==> src/rtl/wall_probe_scheduler.sv <==
// Time-multiplexed wall-collision checker: snapshots every sprite on start, probes two
// leading-edge points per sprite through one shared map ROM port, publishes all results at once.
module wall_probe_scheduler #(
  parameter int N_CH      = 4,
  parameter int COORD_W   = 9,
  parameter int PIX_W     = 3,
  parameter int STEP      = 13,
  parameter int HALF_W    = 6,
  parameter int ROM_LAT   = 1,
  parameter int WALL_CODE = 0,
  parameter int MAP_W     = 320,
  parameter int MAP_H     = 240
) (
  input  logic                    clk,
  input  logic                    rst,
  input  logic                    start,
  input  logic [4*N_CH-1:0]       dir,
  input  logic [COORD_W*N_CH-1:0] pos_x,
  input  logic [COORD_W*N_CH-1:0] pos_y,
  output logic [COORD_W-1:0]      rom_x,
  output logic [COORD_W-1:0]      rom_y,
  input  logic [PIX_W-1:0]        rom_pixel,
  output logic                    busy,
  output logic                    done,
  output logic [N_CH-1:0]         collide
);

  localparam int SW    = COORD_W + 2;
  localparam int NP    = 2 * N_CH;
  localparam int IDX_W = $clog2(NP);
  localparam int CH_W  = (N_CH > 1) ? $clog2(N_CH) : 1;
  localparam int CNT_W = (ROM_LAT > 1) ? $clog2(ROM_LAT) : 1;

  localparam logic signed [SW-1:0] STEP_S = SW'(STEP);
  localparam logic signed [SW-1:0] HALF_S = SW'(HALF_W);
  localparam logic signed [SW-1:0] MAPW_S = SW'(MAP_W);
  localparam logic signed [SW-1:0] MAPH_S = SW'(MAP_H);
  localparam logic signed [SW-1:0] ZERO_S = {SW{1'b0}};
  localparam logic [PIX_W-1:0]     WALL_PIX = PIX_W'(WALL_CODE);
  localparam logic [IDX_W-1:0]     LAST_IDX = IDX_W'(NP - 1);
  localparam logic [CNT_W-1:0]     CNT_LOAD = CNT_W'(ROM_LAT - 1);

  typedef enum logic [2:0] {
    IDLE   = 3'd0,
    ISSUE  = 3'd1,
    WAIT   = 3'd2,
    SAMPLE = 3'd3,
    FINISH = 3'd4
  } state_t;

  state_t                    state_r;
  logic [IDX_W-1:0]          idx_r;
  logic [CNT_W-1:0]          cnt_r;
  logic [4*N_CH-1:0]         dir_r;
  logic [COORD_W*N_CH-1:0]   pos_x_r;
  logic [COORD_W*N_CH-1:0]   pos_y_r;
  logic [N_CH-1:0]           shadow_r;
  logic                      acc_r;

  logic [CH_W-1:0]           ch_s;
  logic                      side_s;
  logic [3:0]                cd_s;
  logic signed [SW-1:0]      cx_s, cy_s, px_s, py_s, perp_s;
  logic                      dir_ok_s, oob_s, addr_ok_s, hit_s;
  logic [N_CH-1:0]           shadow_next_s;

  // Current probe geometry, bounds check, hit decision and shadow update for the active slot.
  always_comb begin
    ch_s     = CH_W'(idx_r >> 1);
    side_s   = idx_r[0];
    cd_s     = dir_r[ch_s*4 +: 4];
    cx_s     = $signed({2'b00, pos_x_r[ch_s*COORD_W +: COORD_W]});
    cy_s     = $signed({2'b00, pos_y_r[ch_s*COORD_W +: COORD_W]});
    perp_s   = side_s ? HALF_S : -HALF_S;
    dir_ok_s = 1'b1;
    px_s     = ZERO_S;
    py_s     = ZERO_S;
    case (cd_s)
      4'b1000: begin px_s = cx_s - STEP_S; py_s = cy_s + perp_s; end
      4'b0010: begin px_s = cx_s + STEP_S; py_s = cy_s + perp_s; end
      4'b0100: begin px_s = cx_s + perp_s; py_s = cy_s - STEP_S; end
      4'b0001: begin px_s = cx_s + perp_s; py_s = cy_s + STEP_S; end
      default: begin dir_ok_s = 1'b0; px_s = ZERO_S; py_s = ZERO_S; end
    endcase
    oob_s     = (px_s < ZERO_S) || (px_s >= MAPW_S) || (py_s < ZERO_S) || (py_s >= MAPH_S);
    addr_ok_s = dir_ok_s && !oob_s;
    // A malformed direction never reports a hit, even when its probe would land off-map.
    hit_s     = dir_ok_s && (oob_s || (rom_pixel == WALL_PIX));
    shadow_next_s = shadow_r;
    if (side_s) begin
      shadow_next_s[ch_s] = acc_r | hit_s;
    end else begin
      shadow_next_s = shadow_r;
    end
  end

  // Scan sequencer with all outputs registered.
  always_ff @(posedge clk or posedge rst) begin
    if (rst) begin
      state_r  <= IDLE;
      idx_r    <= {IDX_W{1'b0}};
      cnt_r    <= {CNT_W{1'b0}};
      dir_r    <= {(4*N_CH){1'b0}};
      pos_x_r  <= {(COORD_W*N_CH){1'b0}};
      pos_y_r  <= {(COORD_W*N_CH){1'b0}};
      shadow_r <= {N_CH{1'b0}};
      acc_r    <= 1'b0;
      rom_x    <= {COORD_W{1'b0}};
      rom_y    <= {COORD_W{1'b0}};
      busy     <= 1'b0;
      done     <= 1'b0;
      collide  <= {N_CH{1'b0}};
    end else begin
      done <= 1'b0;
      case (state_r)
        IDLE: begin
          if (start) begin
            dir_r    <= dir;
            pos_x_r  <= pos_x;
            pos_y_r  <= pos_y;
            idx_r    <= {IDX_W{1'b0}};
            shadow_r <= {N_CH{1'b0}};
            acc_r    <= 1'b0;
            busy     <= 1'b1;
            state_r  <= ISSUE;
          end else begin
            state_r  <= IDLE;
          end
        end
        ISSUE: begin
          if (addr_ok_s) begin
            rom_x <= px_s[COORD_W-1:0];
            rom_y <= py_s[COORD_W-1:0];
          end else begin
            rom_x <= {COORD_W{1'b0}};
            rom_y <= {COORD_W{1'b0}};
          end
          cnt_r   <= CNT_LOAD;
          state_r <= WAIT;
        end
        WAIT: begin
          if (cnt_r == {CNT_W{1'b0}}) begin
            state_r <= SAMPLE;
          end else begin
            cnt_r   <= cnt_r - {{(CNT_W-1){1'b0}}, 1'b1};
          end
        end
        SAMPLE: begin
          shadow_r <= shadow_next_s;
          acc_r    <= hit_s;
          if (idx_r == LAST_IDX) begin
            collide <= shadow_next_s;
            done    <= 1'b1;
            busy    <= 1'b0;
            state_r <= FINISH;
          end else begin
            idx_r   <= idx_r + {{(IDX_W-1){1'b0}}, 1'b1};
            state_r <= ISSUE;
          end
        end
        FINISH: begin
          state_r <= IDLE;
        end
        default: begin
          state_r <= IDLE;
        end
      endcase
    end
  end

endmodule

==> config.mk <==
export PLATFORM = sky130hd
export DESIGN_NAME = wall_probe_scheduler
export DESIGN_NICKNAME = d
export VERILOG_FILES = /design/src/rtl/wall_probe_scheduler.sv
export SDC_FILE = /design/constraint.sdc
export NUM_CORES = 1
export LEC_CHECK = 0
export ABC_AREA = 1
export BUFFER_PORTS_ARGS = -buffer_cell sky130_fd_sc_hd__buf_2
export CORE_MARGIN = 1.5
export CORE_UTILIZATION = 60
export CTS_BUF_LIST = sky130_fd_sc_hd__clkbuf_8
export CTS_CLUSTER_DIAMETER = 100
export DETAILED_ROUTE_END_ITERATION = 10
export GPL_ROUTABILITY_DRIVEN = 1
export PLACE_DENSITY = 0.83
export SETUP_SLACK_MARGIN = 0.4
export SKIP_CTS_REPAIR_TIMING = 1
export SLEW_MARGIN = 30
export SYNTH_ARGS = -nofsm -noshare
export SYNTH_HDL_FRONTEND = slang
export SYNTH_SLANG_ARGS = --single-unit
export TNS_END_PERCENT = 20
==> constraint.sdc <==
create_clock -name clk -period 6 [get_ports clk]
set_clock_uncertainty 0.15 [all_clocks]
set_input_delay 1.2 -clock clk [delete_from_list [all_inputs] [get_ports clk]]
set_output_delay 1.2 -clock clk [all_outputs]
set_load 0.01 [all_outputs]
* After elaboration in Yosys (flattened, before gate mapping)
Cells that the tools add are included.
Cells by class: equality and inequality tests 12, shift-type cells 3, $mul 1, order comparisons 6, reductions and logical operators 20, bitwise operators 1, muxes and demuxes 28, add/subtract/negate cells 8
Operators with widths (count):
- variable part select 36 x 7 -> 9 bit | 2
- case mux 11 bit (3 select lines) | 2
- adder 10 x 11 -> 11 bit | 2
- < comparator 11 x 1 -> 1 bit (second input constant) | 2
- adder 9 x 4 -> 10 bit (second input constant) | 2
- subtractor 9 x 4 -> 10 bit (second input constant) | 2
- 2-to-1 mux 9 bit | 2
- variable part select 16 x 5 -> 4 bit | 1
- 2-to-1 mux 3 bit | 4
- case mux 3 bit (4 select lines) | 1
- greater-or-equal comparator 11 x 10 -> 1 bit (second input constant) | 1
- greater-or-equal comparator 11 x 9 -> 1 bit (second input constant) | 1
- 2-to-1 mux 11 bit | 1
- 2-to-1 mux 1 bit | 9
- 2-to-1 mux 4 bit | 2
- != test 2 bit (second input constant) | 4
- case mux 4 bit (2 select lines) | 1
- equality test 3 x 2 -> 1 bit (second input constant) | 2
- logical NOT 3 bit | 2
- multiplier 2 x 4 -> 6 bit (second input constant) | 1
- case mux 1 bit (2 select lines) | 3
- case mux 3 bit (2 select lines) | 1
- AND reduction 2 bit | 3
- AND reduction 3 bit | 2
- 19 further kinds | 26
Storage, ports and cells: logic and storage cells 92, flip-flop bits (word level) 124, input bits 94, output and inout port bits 24

* Longest topological paths before layout
depth in word-level cells 14, mapped depth 25, gate-level depth less buffers 23

* Worst setup path before layout
No wires, ideal clock.
kind reg2reg, start point reg idx_r[1], end point reg rom_y[2], data arrival time 2933 ps, cell stages (with the launch flop) 23, path buffers 3, data required time 5776 ps, library setup time 74 ps, slack 2843 ps, period minus slack after synthesis 3157 ps, cell sequence dfrtp_1 buf_6 nand2_4 inv_2 buf_6 nand2_1 o21ai_1 nor2_4 inv_2 ha_1 a21o_1 a21boi_0 nand2_1 or2_1 nand3_1 nand2_1 nor2_2 nand2_1 nand2_1 and3_4 nand3_4 buf_6 o21ai_2
Between the ends: longest elaborated chain between the ends 11, elaborated cells between the ends (all ways) 30, classes of those cells add/sub: 6; mul: 1; order compare: 4; eq/ne: 4; shift: 3; mux: 4; reduce/logical: 8
Ends and longest elaborated chain:
- start: declaration | RTL line 52 | logic [IDX_W-1:0] idx_r;
- start signal: assignment | RTL line 101 | idx_r <= {IDX_W{1'b0}};
- start signal: assignment | RTL line 121 | idx_r <= {IDX_W{1'b0}};
- start signal: assignment | RTL line 157 | idx_r <= idx_r + {{(IDX_W-1){1'b0}}, 1'b1};
- multiplier 2 x 4 -> 6 bit or variable part select 16 x 5 -> 4 bit (tied branches) | RTL line 72, 73, 71
- variable part select 36 x 7 -> 9 bit, or another cell as far along | RTL line 72 | cx_s = $signed({2'b00, pos_x_r[ch_s*COORD_W +: COORD_W]});
- adder 10 x 11 -> 11 bit, or another cell as far along | RTL line 81, 82
- case mux 11 bit (3 select lines) | RTL line 78 | case (cd_s)
- < comparator 11 x 1 -> 1 bit or greater-or-equal comparator 11 x 10 -> 1 bit (tied branches) | RTL line 85 | oob_s = (px_s < ZERO_S) || (px_s >= MAPW_S) || (py_s < ZERO_S) || (py_s >= MAPH_S);
- logical OR 1 bit (3 in a row) | RTL line 85
- logical NOT 1 bit | RTL line 86 | addr_ok_s = dir_ok_s && !oob_s;
- logical AND 1 bit | RTL line 86
- 2-to-1 mux 9 bit * | RTL line 131 | if (addr_ok_s) begin
- end signal: assignment | RTL line 109 | rom_y <= {COORD_W{1'b0}};
- end signal: assignment | RTL line 133 | rom_y <= py_s[COORD_W-1:0];
- end signal: assignment | RTL line 136 | rom_y <= {COORD_W{1'b0}};
- end: declaration | RTL line 21 | output logic [COORD_W-1:0] rom_y,
Mark *: on every way between the ends. The rest lies on a longest branch, timed or not. A chain may end at the register's enable or synchronous reset.

* Final worst setup path
start point reg idx_r[2], end point reg collide[1]
Between the ends: longest elaborated chain between the ends 13, elaborated cells between the ends (all ways) 39, classes of those cells add/sub: 6; mul: 1; order compare: 6; eq/ne: 5; shift: 3; mux: 7; bitwise: 1; reduce/logical: 10
Ends and longest elaborated chain:
- multiplier 2 x 4 -> 6 bit or variable part select 16 x 5 -> 4 bit (tied branches) | RTL line 72, 73, 71
- variable part select 36 x 7 -> 9 bit, or another cell as far along | RTL line 72
- adder 10 x 11 -> 11 bit, or another cell as far along | RTL line 81, 82
- case mux 11 bit (3 select lines) | RTL line 78
- < comparator 11 x 1 -> 1 bit or greater-or-equal comparator 11 x 10 -> 1 bit (tied branches) | RTL line 85
- logical OR 1 bit (3 in a row) | RTL line 85
- logical OR 1 bit | RTL line 88 | hit_s = dir_ok_s && (oob_s || (rom_pixel == WALL_PIX));
- logical AND 1 bit | RTL line 88
- OR 1 bit | RTL line 91 | shadow_next_s[ch_s] = acc_r | hit_s;
- bitwise mux 4 bit | RTL line 91
- 2-to-1 mux 4 bit | RTL line 90 | if (side_s) begin
- end signal: assignment | RTL line 112 | collide <= {N_CH{1'b0}};
- end signal: assignment | RTL line 152 | collide <= shadow_next_s;
- end: declaration | RTL line 25 | output logic [N_CH-1:0] collide
Several ways; a longest one is shown, not always the timed one.

==> summary.md <==
| Metric | Value |
|---|---|
| Critical Path Sink Type | flop |
| Synthesized instance count | ~1100 |
| Leakage power | slightly below 5 nW |
| Port Buf Inserts | 117 |
| WHS | roughly 0.33 ns |
| Fin crit share | between 60% and 70% |
| Clock Tree Buf Depth | 2 |
| Dpl cells | about 1400 |
| Synth Cell Area | a little under 8000 sq um |
| Post-route setup slack | around 1.8 ns |
| Layout Cells excl Fill | about 1400 |
| RSZ-0062 raised after global routing | no |
| Comb power frac | 58.9% |
| GP Congestion | about 0.9 |
| Reg power frac | ~26% |
| Crit start category | flop |
| Die X | 117 um |
| Most common library cell in the layout ignoring fill and taps | nand2_1 |
| Post-synth EDFFs | 0 |
| Largest net degree at the start of global routing | 66 |
| Final nets | approximately 1300 |
| HP Class | reg2reg |
| Sw frac | 50.2% |
| Routed length per instance | about 14 um |
| Sinks on Clock Net | between 100 and 150 |
| Initial antenna violation count | 0 |
| Post-DRT Antenna Nets | 0 |
| Final core occ | between 70 and 80% |
| Clock network fraction of total power | ~15% |
| Routed WL | about 20 mm |
| Layout cells sized above 1 | between 10% and 20% |
| Synth Net Count | roughly 1200 |
| Final setup viols | 0 |
| Avg Inst Size Synth | ~7 sq um |
| Synth Flop Type | dfrtp_1 |
| GRT Util Overall | 31.0% |
| DRT Pass-1 Iters | 6 |
| CP arrival | 4.38 ns |
| CP max FO | 19 |
| CTS clock-pin slew for the worst setup and hold paths | 0.08 ns |
| YS warnings | 0 |
| Total die area | approximately 14000 sq um |
| Worst-Skew Late Latency | approximately 0.46 ns |
| GR Overflow Total | 0 |
| Most frequent cells in the layout | nand2_1, dfrtp_1, buf_2 |
| CTS tree | done |
| Core area | approximately 13000 sq um |
| Peak supply drop | roughly 260 uV |
| Status | completed |
| CP max stage cell | dfrtp_1 |
| Synth Register Bits | 123 |
| Max Clk Rate | 0.240 GHz |
| Max incr delay on CP | 0.83 ns |
| # IOs | 118 |
| Placed cell area | 8380 sq um |
| Crit-path cells | buf_4 > nand2_4 > inv_2 > nand2_1 > o21ai_1 > nor2_4 > inv_2 > ha_1 > a21o_1 > a21boi_0 > nand2_1 > or2_1 > nand3_1 > nand2_1 > nor2_2 > nand2_1 > nand2_1 > nand4_1 > nand2_1 > nand3_1 > nand3_1 > nand2_1 |
| Internal power | between 2 and 3 mW |
| Setup TNS | 0 ns |
| Total power | about 5.5 mW |
| Clock Root Buffer | clkbuf_8 |
| WS Path Type | reg2reg |
| 1st-iter DRT viols | 716 |
| Initial Util | 61.6% |
| Non-Filler Cell Area, Final | 8840 sq um |
| Antenna fix cells | 0 |
| Most common cell on crit path | nand2_1 |
| Row Count | 41 |
| H-tree Lvls | 4 |
| First-pass GRT wire length | about 33 mm |
| Worst Max-Slew Pin Slew | 0.842 ns |
| Via count | approximately 7600 |
| Data required, critical path | 6.20 ns |
| Sw Pwr | between 2 and 3 mW |
| Ys async rst share | between 90% and 100% |
| Period minus WS final | 4.17 ns |
| Vias in the first global route | 7046 |
| Max Slew Vio Count | 0 |
| Drt drc | 0 |
| Final hold viol count | 0 |
| Area Growth Syn to Fin | 13.6% |
| DP Worst Slack | 1.91 ns |
| Relative slew slack | a little over two fifths |
| Via density | roughly 5.5 |
| Dpl hpwl | approximately 14 mm |
| Die Y | 117 um |
| PwrDens | between 600 and 700 nW/um^2 |
| Count of cell types in the netlist | 47 |
| Max cap viols | 0 |
| CTS Buf Count | 17 |
| Sequential share of the synthesized area | just under 40% |
per-layer routing:
metal	vias to the layer above	wire (um)	global-route usage, %
met5	-	0	0
met4	0	666	14.2
met3	61	1310	4.94
met2	319	9200	49.7
met1	3539	8920	41.8
li1	3709	-	-
sequential cells by signal, summed over array words and instances (netlist names):
name	flops
pos_x_r	36
idx_r	3
dir_r	16
acc_r	1
collide	4
state_r	3
busy	1
done	1
shadow_r	4
rom_x	9
rom_y	9
pos_y_r	36
final timing paths:
kind                                          endpoint  slack [ns]  cells past startpoint                 start
max in group asynchronous       pos_y_r[6]$_DFFE_PP0P_        3.70                      3                   rst
worst max register to register  collide[1]$_DFFE_PP0P_        1.83                     22  idx_r[2]$_DFFE_PP0P_
worst min register to register    rom_x[5]$_DFFE_PP0N_        0.33                      2  rom_x[5]$_DFFE_PP0N_
min in group asynchronous         rom_x[1]$_DFFE_PP0N_        0.74                      2                   rst
worst min-delay path              rom_x[5]$_DFFE_PP0N_        0.33                      2  rom_x[5]$_DFFE_PP0N_
worst max-delay path            collide[1]$_DFFE_PP0P_        1.83                     22  idx_r[2]$_DFFE_PP0P_
worst max-delay path: cells and delay by family (launching register included):
family	cells	cell delay [ns]
fa+ha+maj	1	0.30
buf+inv	3	0.67
flops	1	0.83
simple gates	15	1.59
compound gates	3	0.53
synth_stat cells, types with 3 or more instances:
master / count / area share, %
a21oi_1: 26 / 1.7
buf_6: 12 / 1.7
clkbuf_1: 21 / 1.0
clkinv_1: 3 / 0.14
dfrtp_1: 123 / 40
ha_1: 22 / 3.5
inv_1: 79 / 3.8
inv_2: 6 / 0.29
nand2_1: 491 / 24
nand2_2: 16 / 1.3
nand2_4: 5 / 0.72
nand3_1: 87 / 5.6
nand3_2: 9 / 1.2
nand4_1: 7 / 0.56
nor2_1: 58 / 2.8
nor2_2: 13 / 1.0
nor2_4: 7 / 1.0
o21ai_0: 57 / 3.7
o21ai_1: 7 / 0.45
o21ai_2: 11 / 1.2
or2_2: 9 / 0.72
cell families after synthesis:
group	Yosys count	synth area share (%)
AO/OA/AOI/OAI	115	8.49
XOR/XNOR	2	0.225
adder cells (fa/ha/maj)	24	4.05
buffers and inverters	127	7.67
flip-flops	123	39.6
AND/OR/NAND/NOR	713	40.0
power by group through the flow:
stage	logic (mW)	clock network (mW)	registers, mW
2_1_floorplan	2.53	0	1.36
4_1_cts	3.19	0.837	1.41
3_5_place_dp	3.16	0	1.42
6_report	3.23	0.838	1.42
3_3_place_gp	3.08	0	1.41
5_1_grt	3.62	0.872	1.45
cell type report:
| cell class | count | area (sq um) |
|---|---|---|
| well taps | 172 | 215 |
| flip-flops and latches | 123 | 3080 |
| multi-input cells | 854 | 4110 |
| clock inverters | 13 | 191 |
| inverters | 90 | 350 |
| clock buffers | 19 | 262 |
| repair buffers | 123 | 631 |
| fillers | 1088 | 3780 |
No activity file was read; power rests on OpenSTA's default activity.
